## src/rtl/seg_scan_ctrl.sv

```systemverilog
// seg_scan_ctrl: 4-digit 7-segment scan controller.
// Frame-aligned value updates, leading-zero blanking and an anode guard interval.
module seg_scan_ctrl #(
  parameter int REFRESH_DIV = 100000,
  parameter int GUARD_CYC   = 16
) (
  input  logic        clk,
  input  logic        rst_n,
  input  logic        in_valid,
  output logic        in_ready,
  input  logic [15:0] in_value,
  input  logic        lz_blank,
  output logic [3:0]  bcd,
  output logic [3:0]  an
);

  localparam int CW = (REFRESH_DIV > 2) ? $clog2(REFRESH_DIV) : 1;
  localparam logic [CW-1:0] LAST  = CW'(REFRESH_DIV - 1);
  localparam logic [CW:0]   GUARD = (CW+1)'(GUARD_CYC);

  logic [CW-1:0] cnt, cnt_n;
  logic [1:0]    idx, idx_n;
  logic [15:0]   shown, shown_n;
  logic [15:0]   pend;
  logic          pend_v, pend_v_n;
  logic          tick, frame, xfer, lead;
  logic [3:0]    nib, an_n, bcd_n;

  assign in_ready = !pend_v;
  assign xfer     = in_valid && in_ready;
  assign tick     = (cnt == LAST);
  assign frame    = tick && (idx == 2'd3);

  always_comb begin
    cnt_n    = tick ? '0 : cnt + CW'(1);
    idx_n    = tick ? idx + 2'd1 : idx;
    shown_n  = shown;
    pend_v_n = pend_v;
    if (frame && pend_v) begin
      shown_n  = pend;
      pend_v_n = 1'b0;
    end
    // a transfer needs pend_v=0, so it never competes with the swap above
    if (xfer) pend_v_n = 1'b1;
  end

  // pins are computed from next-state so they line up with the new cnt/idx
  always_comb begin
    nib  = shown_n[{idx_n, 2'b00} +: 4];
    lead = 1'b0;
    unique case (idx_n)
      2'd1:    lead = (shown_n[15:4] == 12'h000);
      2'd2:    lead = (shown_n[15:8] == 8'h00);
      2'd3:    lead = (shown_n[15:12] == 4'h0);
      default: lead = 1'b0;
    endcase
    bcd_n = (lz_blank && lead) ? 4'hF : nib;
    an_n  = ({1'b0, cnt_n} < GUARD) ? 4'b1111
                                    : ~(4'b0001 << idx_n);
  end

  always_ff @(posedge clk or negedge rst_n) begin
    if (!rst_n) begin
      cnt    <= '0;
      idx    <= 2'd0;
      shown  <= 16'h0000;
      pend   <= 16'h0000;
      pend_v <= 1'b0;
      an     <= 4'b1111;
      bcd    <= 4'hF;
    end else begin
      cnt    <= cnt_n;
      idx    <= idx_n;
      shown  <= shown_n;
      pend_v <= pend_v_n;
      if (xfer) pend <= in_value;
      an     <= an_n;
      bcd    <= bcd_n;
    end
  end

endmodule
```

## config.mk

```make
export PLATFORM = sky130hd
export DESIGN_NAME = seg_scan_ctrl
export DESIGN_NICKNAME = d
export VERILOG_FILES = /design/src/rtl/seg_scan_ctrl.sv
export SDC_FILE = /design/constraint.sdc
export NUM_CORES = 1
export LEC_CHECK = 0
export BUFFER_PORTS_ARGS = -buffer_cell sky130_fd_sc_hd__buf_4
export CAP_MARGIN = 40
export CORE_MARGIN = 4
export CORE_UTILIZATION = 63
export DETAILED_ROUTE_END_ITERATION = 8
export PLACE_DENSITY = 0.91
export SETUP_SLACK_MARGIN = 0.1
export SKIP_LAST_GASP = 1
export SLEW_MARGIN = 20
export SYNTH_ARGS = -nofsm -noshare
export SYNTH_HDL_FRONTEND = slang
export SYNTH_SLANG_ARGS = --single-unit
```

## constraint.sdc

```tcl
create_clock -name clk -period 3.6 [get_ports clk]
set_input_delay 0 -clock clk [delete_from_list [all_inputs] [get_ports clk]]
set_output_delay 0 -clock clk [all_outputs]
set_load 0.005 [all_outputs]
```

==> key figures <==
Place
  • Post-DP HPWL: 4.555 mm
  • DP Worst Slack: 1.046 ns
  • GPL Wtd Cong: 0.8890
  • Placed inst area: 3252 µm²
  • I/O Buffers: 28

Floorplan
  • Core area: 4504 µm²
  • Die Y: 77.31 µm
  • Die width: 77.31 µm
  • Site row count: 24
  • IO Pins: 29
  • Die area: 5977 µm²
  • Initial Utilization: 67.19%

Synthesis
  • XOR/XNOR Fraction of Synth Area: 4.051%
  • Mapped Nets: 281
  • Synth warnings: 0
  • Multiplexer share of the synthesized area: 14.55%
  • Avg Cell Area, Syn: 11.69 µm²
  • Seq/Total Area, Yosys: 49.94%
  • Post-synthesis adder-cell area fraction: 0.8268%
  • Main combinational cell family by area after synthesis: simple AND/OR/NAND/NOR gates
  • Synth Instances: 259
  • #FFs+latches synth: 60
  • Main flop type after synthesis: dfrtp_1
  • Post-synth cell types: 57
  • Post-Synthesis Cell Area: 3027 µm²
  • Post-Synth Simple-Gate Area: 15.30%
  • Asr flop ratio synth: 100.0%
  • Number of synthesized flops with an enable pin: 0
  • Compound-cell area share of the yosys netlist: 12.32%

Finish
  • Fillcell total: 259
  • Fraction of layout cells with a size suffix above 1: 31.41%
  • Fin area: 3657 µm²
  • Nets@finish: 329
  • Antenna diodes: 0
  • Layout area overhead: 20.84%
  • Final core occ: 81.19%

Clocking
  • Num CTS Buffers: 9
  • Clock Sinks: 60
  • Clk Latency, worst-skew pair: 0.34 ns
  • # H-tree levels: 3
  • Worst-path clk slew: 0.07 ns
  • TritonCTS clock tree: built
  • CTS root buf: clkbuf_8
  • Max Root-Sink Buffers: 2
  • Resized Gates After CTS: 0

Critical path
  • Reg2reg setup slack: 1.11 ns
  • WP data required: 3.87 ns
  • Crit path cell chain: ha_1, and4_2, and4_1, a21oi_1, a2111oi_2, o2111ai_2, nand4_1
  • Crit start category: register
  • Reg2reg start: cnt[0]
  • Crit-path max FO: 15
  • Max incr delay on CP: 0.59 ns
  • Slowest CP cell: and4_1
  • Cell family with most CP delay: simple AND/OR/NAND/NOR gates
  • Critical Path End Type: register
  • CP Data Arrival Time: 2.76 ns
  • Crit path kind: reg2reg
  • CP bufs+invs: 0
  • Worst setup startpoint: cnt[0]

Pwr
  • Leak: 0.001567 µW
  • Total power: 1463 µW
  • Clock power frac: 45.7%
  • Switch share: 21.41%
  • Peak VDD IR: 266.0 µV
  • Reg power frac: 49.1%
  • Psw: 313.2 µW
  • PD cells: 400.1 nW/µm²
  • Combinational share of power: 5.2%
  • P_int: 1150 µW

Global route
  • Total grt overflow: 0
  • Met1 Track Usage GR: 33.46%
  • All-Layer GR Usage: 25.71%
  • First-pass GRT wire length: 12.06 mm
  • Met2 Use GR: 41.88%
  • Busiest grt layer: met2
  • Vias in the first global route: 2373
  • Pin count of the biggest net entering global routing: 61
  • Grt met3 use: 5.386%
  • Initial antenna violation count: 0

STA
  • RSZ-0062 raised after global routing: no
  • Max-Slew Margin vs Limit: 51.40%
  • Fin crit share: 69.20%
  • Setup TNS: 0 ns
  • Worst Clk Skew: 0.008464 ns
  • Hold Fails Final Rpt: 0
  • Tmin final: 2.491 ns
  • Fmax: 401.4 MHz
  • Setup violators final: 0
  • Final worst setup slack: 1.109 ns
  • Final Max Tran Viols: 0
  • Slew of the pin with the lowest slew margin: 0.7290 ns

Route
  • Initial DRC Count: 192
  • Vias: 2353
  • Post-route ant nets: 0
  • Via density: 6.464
  • WL final: 7.080 mm
  • Wire per inst: 19.45 µm
  • DRC: 0
  • TritonRoute pass-1 iters: 5

Job
  • Max Cap Viol: 0

Outcome
  • Status: finished clean

Min path
  • Hold path startpoint: lz_blank
  • Hold/Removal Path Class: in2reg
metrics by stage:
stage               hold slack [ns]  std cells
floorplan                   -0.2956        259
global placement            0.09751        329
detailed placement           0.1054        329
CTS                         0.06614        363
global route                 0.1001        364
finish                      0.07854        364
power groups by stage:
stage,combinational (µW),sequential (µW),clock [µW]
global route,84.3,721,706
detailed placement,59.1,730,0
CTS,75.5,718,675
finish,75.5,719,669
global placement,56.3,729,0
floorplan,26.7,721,0
worst reg2reg max path, delay by kind of cell (launching register included):
| family | cells | cell delay, ns |
|---|---|---|
| simple gates | 3 | 1.06 |
| compound gates | 3 | 0.72 |
| fa+ha+maj | 1 | 0.25 |
| flops | 1 | 0.39 |
worst paths after layout:
check                          end  depth (start not counted)
setup / recovery             an[1]                          7
hold / removal              bcd[3]                          4
setup reg to reg             an[1]                          7
hold reg to reg             cnt[0]                          1
max in group asynchronous  pend[0]                          2
min in group asynchronous  cnt[15]                          2
flip-flops by register name, indices dropped and copies added (netlist names):
signal	count
pend	16
pend_v	1
idx	2
shown	16
bcd	4
an	4
cnt	17
metal layers:
metal / vias to the layer above / wire (µm)
met4: 0 / 173
met5: - / 0
met2: 118 / 3479
li1: 1063 / -
met1: 1155 / 2974
met3: 17 / 453
area by class of cell:
type	instances	area (µm²)	area share, %
clock buffer	12	145.1	3.969
clock inverter	4	72.57	1.984
inverter	7	26.28	0.7184
multi-input combinational	180	1424	38.93
sequential	60	1511	41.33
tap	52	65.06	1.779
timing repair buffer	49	412.9	11.29
cells in the mapped netlist (6+ instances only):
cell type / n / area [µm²]
a21oi_1: 11 / 55.05
mux2_2: 32 / 360.4
nor2_1: 15 / 56.30
dfstp_2: 8 / 210.2
nand3_1: 11 / 55.05
mux2i_1: 8 / 80.08
o21ai_0: 10 / 50.05
nand2_1: 12 / 45.04
xnor2_1: 10 / 87.58
nand4_1: 6 / 37.54
o221ai_1: 8 / 70.07
dfrtp_1: 52 / 1301
inv_1: 7 / 26.28
repair_timing:
action / 4_1_cts / 5_1_grt
hold buffers: 18 / 0
hold endpoints to repair: 69 / 0
setup endpoints to repair: 0 / 0
buffers inserted: 0 / 0
cell families (layout without fill, tap and decap cells):
kind of cell	after synthesis	after routing
buf+inv	19	72
xor+xnor	14	14
simple gates	75	75
flops	60	60
fa+ha+maj	2	2
mux	40	40
compound gates	49	49
layout by cell type, fill, tap and decap left out, types with 2 or more instances in the layout:
master	instances
dfrtp_1	52
mux2_2	32
buf_4	30
dlygate4sd3_1	18
nor2_1	15
nand2_1	12
nand3_1	11
a21oi_1	11
xnor2_1	10
o21ai_0	10
clkbuf_8	10
mux2i_1	8
o221ai_1	8
dfstp_2	8
inv_1	7
nand4_1	6
nor4_1	5
a21boi_0	5
xor2_1	4
and4_1	3
and2_1	3
or3_1	2
nor3_1	2
ha_1	2
bufinv_16	2
clkbuf_1	2
Power figures use the tool's default switching activity.
